===== config.mk =====
export PLATFORM = sky130hd
export DESIGN_NAME = multi_debouncer
export DESIGN_NICKNAME = d
export VERILOG_FILES = /design/src/rtl/multi_debouncer.sv
export SDC_FILE = /design/constraint.sdc
export NUM_CORES = 1
export LEC_CHECK = 0
export BUFFER_PORTS_ARGS = -buffer_cell sky130_fd_sc_hd__buf_2
export CORE_UTILIZATION = 55
export CTS_CLUSTER_DIAMETER = 200
export DETAILED_ROUTE_END_ITERATION = 12
export GPL_TIMING_DRIVEN = 0
export MAX_ROUTING_LAYER = met4
export PLACE_DENSITY = 0.8
export RECOVER_POWER = 50
export SLEW_MARGIN = 20
export SYNTH_ARGS = -nofsm -noshare
export SYNTH_HDL_FRONTEND = slang
export SYNTH_SLANG_ARGS = --single-unit
export TNS_END_PERCENT = 1

===== constraint.sdc =====
create_clock -name clk -period 2.77 [get_ports clk]
set_clock_uncertainty 0.1 [all_clocks]
set_input_delay 0.4155 -clock clk [delete_from_list [all_inputs] [get_ports clk]]
set_output_delay 0.4155 -clock clk [all_outputs]
set_load 0.02 [all_outputs]

===== src/rtl/multi_debouncer.sv =====
// -----------------------------------------------------------------------------
// multi_debouncer
//
// N-channel push-button debouncer for the pedestrian and override inputs.
// Each channel runs a raw button through a two-flop synchroniser. A stability
// counter then filters bounce before the debounced level changes. Every
// accepted change produces a one-cycle rise or fall pulse. Rising edges are
// recorded in a sticky, maskable status register. That register drives a
// single level interrupt request.
//
// Parameters
//   N_CH        number of independent channels (1..32)
//   DELAY       cycles a synchronised input must hold a new value (>= 2)
//   LONG_DELAY  cycles of continuous high level that flag a long press
//               (> DELAY); only meaningful with the optional feature below
//
// Optional feature
//   DEBOUNCE_LONG_PRESS_EN  when defined, each channel gets a hold counter and
//                           long_press pulses once per press after LONG_DELAY
//                           cycles. When undefined, long_press is constant 0.
//
// Ports
//   clk         single clock, rising edge
//   rst         synchronous, active-high reset
//   btn         raw asynchronous button inputs            [N_CH]
//   btn_out     debounced levels                          [N_CH]
//   rise        one-cycle pulse on btn_out 0->1           [N_CH]
//   fall        one-cycle pulse on btn_out 1->0           [N_CH]
//   irq_mask    per-channel interrupt enable              [N_CH]
//   irq_clr     per-channel write-1-to-clear strobe       [N_CH]
//   irq_status  sticky rise-event flags                   [N_CH]
//   irq         OR of masked status bits
//   long_press  one-cycle long-press pulse                [N_CH]
// -----------------------------------------------------------------------------
`timescale 1ns/1ps

module multi_debouncer #(
  parameter int N_CH       = 4,
  parameter int DELAY      = 8,
  parameter int LONG_DELAY = 1000
) (
  input  logic            clk,
  input  logic            rst,
  input  logic [N_CH-1:0] btn,
  output logic [N_CH-1:0] btn_out,
  output logic [N_CH-1:0] rise,
  output logic [N_CH-1:0] fall,
  input  logic [N_CH-1:0] irq_mask,
  input  logic [N_CH-1:0] irq_clr,
  output logic [N_CH-1:0] irq_status,
  output logic            irq,
  output logic [N_CH-1:0] long_press
);

  localparam int            CW       = $clog2(DELAY + 1);
  localparam logic [CW-1:0] CNT_LAST = CW'(DELAY - 1);

  // Catch illegal configurations at elaboration rather than in silicon.
  if (N_CH < 1 || N_CH > 32 || DELAY < 2 || LONG_DELAY <= DELAY) begin : g_bad_params
    $error("multi_debouncer: illegal parameter combination");
  end

  logic [N_CH-1:0] sync1_p0;
  logic [N_CH-1:0] s_p1;
  logic [CW-1:0]   cnt [N_CH];

  // Stage p0/p1: two-flop synchroniser for the asynchronous buttons
  always_ff @(posedge clk) begin
    if (rst) begin
      sync1_p0 <= '0;
      s_p1     <= '0;
    end else begin
      sync1_p0 <= btn;
      s_p1     <= sync1_p0;
    end
  end

  // Stage p2: stability filter. Any return to agreement restarts the count,
  // so only DELAY consecutive cycles of disagreement move btn_out.
  always_ff @(posedge clk) begin
    if (rst) begin
      btn_out <= '0;
      rise    <= '0;
      fall    <= '0;
      for (int i = 0; i < N_CH; i++) begin
        cnt[i] <= '0;
      end
    end else begin
      for (int i = 0; i < N_CH; i++) begin
        rise[i] <= 1'b0;
        fall[i] <= 1'b0;
        if (s_p1[i] == btn_out[i]) begin
          cnt[i] <= '0;
        end else if (cnt[i] == CNT_LAST) begin
          btn_out[i] <= s_p1[i];
          cnt[i]     <= '0;
          rise[i]    <= s_p1[i];
          fall[i]    <= ~s_p1[i];
        end else begin
          cnt[i] <= cnt[i] + 1'b1;
        end
      end
    end
  end

  // Stage p3: sticky status. A rise in the same cycle as a clear keeps the
  // bit set so no event is lost.
  always_ff @(posedge clk) begin
    if (rst) begin
      irq_status <= '0;
    end else begin
      irq_status <= (irq_status & ~irq_clr) | rise;
    end
  end

  assign irq = |(irq_status & irq_mask);

`ifdef DEBOUNCE_LONG_PRESS_EN
  localparam int            LW       = $clog2(LONG_DELAY + 1);
  localparam logic [LW-1:0] HOLD_MAX = LW'(LONG_DELAY);

  logic [LW-1:0] hold [N_CH];

  function automatic logic [LW-1:0] sat_inc(input logic [LW-1:0] v);
    return (v == HOLD_MAX) ? v : v + 1'b1;
  endfunction

  // Stage p3: hold counters. The pulse fires on the single edge where the
  // counter lands on HOLD_MAX; saturation keeps it from repeating.
  always_ff @(posedge clk) begin
    if (rst) begin
      long_press <= '0;
      for (int i = 0; i < N_CH; i++) begin
        hold[i] <= '0;
      end
    end else begin
      for (int i = 0; i < N_CH; i++) begin
        long_press[i] <= 1'b0;
        if (!btn_out[i]) begin
          hold[i] <= '0;
        end else begin
          hold[i]       <= sat_inc(hold[i]);
          long_press[i] <= (hold[i] == HOLD_MAX - 1'b1);
        end
      end
    end
  end
`else
  assign long_press = '0;
`endif

endmodule


* Word-level counts from Yosys, hierarchy flattened *
Memories as Yosys holds them, arrays and structs flattened.
Index checks and enable logic that the tools add are counted.

word-level totals
  register bits = 24
  bits in latches = 0
  input port bits = 14
  bits in writable memories = 16
  memory bits (read-only) = 0
  memories kept = 1
  output and inout port bits = 21

operators by class
  shifts and indexed selects = 0
  mux-type cells = 58
  eq/ne operators = 8
  bitwise operators = 28
  $lt $le $gt $ge = 0
  reductions and logical operators = 9
  div/mod/pow operators = 0
  add/subtract/negate cells = 4
  multiply operators = 0

memory list
  name  depth  bits a word  read ports  clocked after Yosys merged registers in  write ports  line  source
  cnt   4      4            4           0                                        4            65    logic [CW-1:0] cnt [N_CH];

operator list
  operator                                                          number
  4-bit 2-to-1 mux                                                  12
  1-bit 2-to-1 mux                                                  46
  4-bit by 1-bit adder with 4-bit output (second input constant)    4
  4-bit by 3-bit == test with 1-bit output (second input constant)  4
  1-bit NOT                                                         12
  1-bit bitwise OR                                                  12
  3-bit OR reduction                                                4
  4-bit bitwise AND                                                 2
  2-bit AND reduction                                               4
  1-bit == test                                                     4
  4-bit NOT                                                         1
  4-bit bitwise OR                                                  1
  4-bit OR reduction                                                1

* Logic depth before layout (Yosys ltp) *
An unclocked memory read counts as a cell.

  depth in word-level cells = 8
  depth in mapped cells = 4
  mapped depth without buffers = 4

* Worst setup path before layout *
Ideal clock, no wire load.

  path type = register to register
  from = memory cnt[0][0] (netlist bit)
  to = memory cnt[0][2] (netlist bit), data pin
  slack = 1.467 ns
  arrival = 0.948 ns
  required time = 2.415 ns
  cell stages (with the launch flop) = 4
  setup time = 0.255 ns
  period minus slack after synthesis = 1.303 ns
  cells stage by stage = edfxtp_1 > ha_1 > xor2_1 > and3_1

RTL lines
  element          line
  start, declared  65

* Worst setup path after layout *
  from = register irq_status[2]
  to = output port irq

between the ends
  longest elaborated chain between the ends = 2

RTL lines
  element                 line  source
  start, declared         50    output logic [N_CH-1:0] irq_status,
  start signal, assigned  112   irq_status <= (irq_status & ~irq_clr) | rise;
  4-bit bitwise AND       116   assign irq = |(irq_status & irq_mask);
  4-bit OR reduction      116
  end, declared           51    output logic irq,

No other way between the ends.

==> flow_metrics.tcl <==
set metrics [dict create \
    synth_top_family_by_area "simple AND/OR/NAND/NOR gates" \
    synthArstFlopShare_pct 0 \
    initialDrtViolationCount 16 \
    rr_startpoint "cnt[3][0]" \
    crit_path_cell_trace "a22oi_1 -> nand2_1 -> buf_2" \
    cts_setup_buffers 0 \
    cts_root_buf "clkbuf_4" \
    io_pins 35 \
    core-area_sq_um 2780 \
    yosysSeqAreaShare_pct 58.9 \
    syn_inst 136 \
    grt_pass1_vias 1041 \
    clk_pin_slew_worst_paths_ns 0.12 \
    n_antenna_cell 0 \
    grt_max_degree 13 \
    vias 1059 \
    synth_top_area_share_pct 29.4 \
    tns_ns 0 \
    syn_area_sq_um 1630 \
    synth-seq-cells 40 \
    start_util_pct 58.7 \
    clk_latency_ns 0.33 \
    yosys.area.top_type "dfxtp_1" \
    synthDistinctLibCells 21 \
    routabilityCongestion 0.767 \
    antenna_found_initial 0 \
    synth_most_common_cell "dfxtp_1" \
    critPathMaxFanout 3 \
    cts_inserted_buffers 5 \
    ys_warn_count 0 \
    period_share_pct 56.9 \
    synth_compound_area_share_pct 2.15 \
    setup_viol 0 \
    synthMuxAreaShare_pct 2.45 \
    worstHoldStart "btn[0]" \
    maxSlewViolCount 0 \
    placed_area_sq_um 1890 \
    wl_mm 2.49 \
    hold_viol 0 \
    hold_path.class "in -> reg" \
    drc 0 \
    synth_top_cells_by_count "dfxtp_1, nor2_1, edfxtp_1, inv_1, xor2_1" \
    max_stage_delay_ns 0.35 \
    cellPowerDensity_nw_per_um2 565 \
    synth-edff-count 16 \
    fp.dieH_um 56.5 \
    dieArea_sq_um 3190 \
    drive_above_1_share_pct 21.9 \
    synthAdderAreaFrac_pct 3.07 \
    period_needed_ns 1.58 \
    ant_nets 0 \
    avgSynthCellArea_sq_um 12.0 \
    io_buffers 30 \
    die_w_um 56.5 \
    fillers 240 \
    htreeDepth 2 \
    vdd_ir_drop_max_v 0.000441 \
    critPathSlowestCell "dfxtp_1" \
    grt_usage_pct 18.0 \
    crit_required_ns 2.25 \
    synth_area_leaders "dfxtp_1, edfxtp_1, nor2_1, nand3b_4, xor2_1" \
    crit_path_start_kind "register" \
    hold_buffers 0 \
    total_power_uw 1080 \
    critical_path_class "reg -> out" \
    status "finished, final reports clean" \
    final_area_sq_um 1910 \
    nNetsFinal 209 \
    synth_xor_area_share_pct 6.44 \
    grt_overflow_total 0 \
    routedWlPerCell_um 11.1 \
    rsz0062_at_grt "no" \
    clock-sinks 40 \
    synth_flop_cell "dfxtp_1" \
    fmax_mhz 634 \
    max-cap-violations 0 \
    seq_area_sq_um 961 \
    synthSimpleGateAreaFrac_pct 21.3 \
    multiInputGateArea_sq_um 603 \
    dpl.hpwl_mm 1.90 \
    cts_tree "yes" \
    startpoint "irq_status[2]" \
    rows 19 \
    first_pass_iters 3 \
    p_leak_uw 0.000912 \
    grt_pass1_wl_mm 4.29 \
    vias_per_cell 4.75 \
    cp.arrival_ns 1.06 \
    clockBufferDepth 2 \
    syn_to_final_growth_pct 16.9 \
    critPathCaptureType "output port" \
    cts_resized 0 \
]
[cells in the final DEF, fill, tap and decap left out, drive strengths merged]
master	n
and2b	5
nand3b	4
a21oi	4
clkbuf	14
and3	1
nor2b	3
edfxtp	16
buf	30
nand2	1
dfxtp	24
xor2	9
nor4b	8
ha	4
nand3	8
a22oi	2
nor2	23
xnor2	3
conb	20
mux2i	4
inv	9
[registers in the layout, summed over array words and instances (netlist names)]
name        flops
irq_status      4
fall            4
btn_out         4
rise            4
s_p1            4
cnt            16
sync1_p0        4
[final timing paths]
path                            slack, ns  cells after the start     endpoint
worst max-delay path                 1.19                      3          irq
worst min-delay path                 0.18                      2  sync1_p0[0]
worst max register to register       1.34                      4    cnt[3][3]
worst min register to register       0.36                      1      s_p1[2]
[metrics by stage]
step	setup slack [ns]	hold WS [ns]	std cells	utilization, %
final	1.19	0.184	223	68.6
after global routing	1.12	0.165	223	68.6
after CTS	1.18	0.172	223	71.2
after detailed placement	1.36	0.336	215	67.9
after global placement	1.37	0.331	215	67.9
after floorplan	1.47	0.314	154	-
[kinds of logic (layout without fill, tap and decap cells)]
group           Yosys count  in the layout
buf+inv                  15             53
other cells               2             20
flops                    40             40
mux                       4              4
compound gates            6              6
xor+xnor                 12             12
simple gates             53             53
fa+ha+maj                 4              4
[critical path, delay by kind of cell (launching register included)]
kind	cells	cell delay, ns
compound gates	1	0.16
buf+inv	1	0.15
flops	1	0.35
simple gates	1	0.06
[power by group]
| group | total [uW] | internal, uW | leakage, uW | switching (uW) |
|---|---|---|---|---|
| Sequential | 639 | 628 | 0.000360 | 11.4 |
| Clock | 382 | 204 | 0.0000497 | 178 |
| Combinational | 57.3 | 26.4 | 0.000503 | 30.9 |
| Total | 1080 | 858 | 0.000912 | 221 |
[routing by layer]
metal | wire [um] | up-vias | GRT usage, %
li1 | - | 543 | -
met1 | 1110 | 478 | 19.1
met2 | 1210 | 36 | 30.9
met3 | 155 | 2 | 5.76
met4 | 14 | 0 | 7.32
met5 | 0 | - | -
[layout make-up]
cell class,count,share of cell area [%]
sequential,40,50.3
multi-input combinational,99,31.6
timing repair buffer,30,7.60
clock buffer,8,4.72
tap,31,2.03
buffer,6,1.97
inverter,9,1.77
Note: power is estimated with default switching activity, not from simulation.
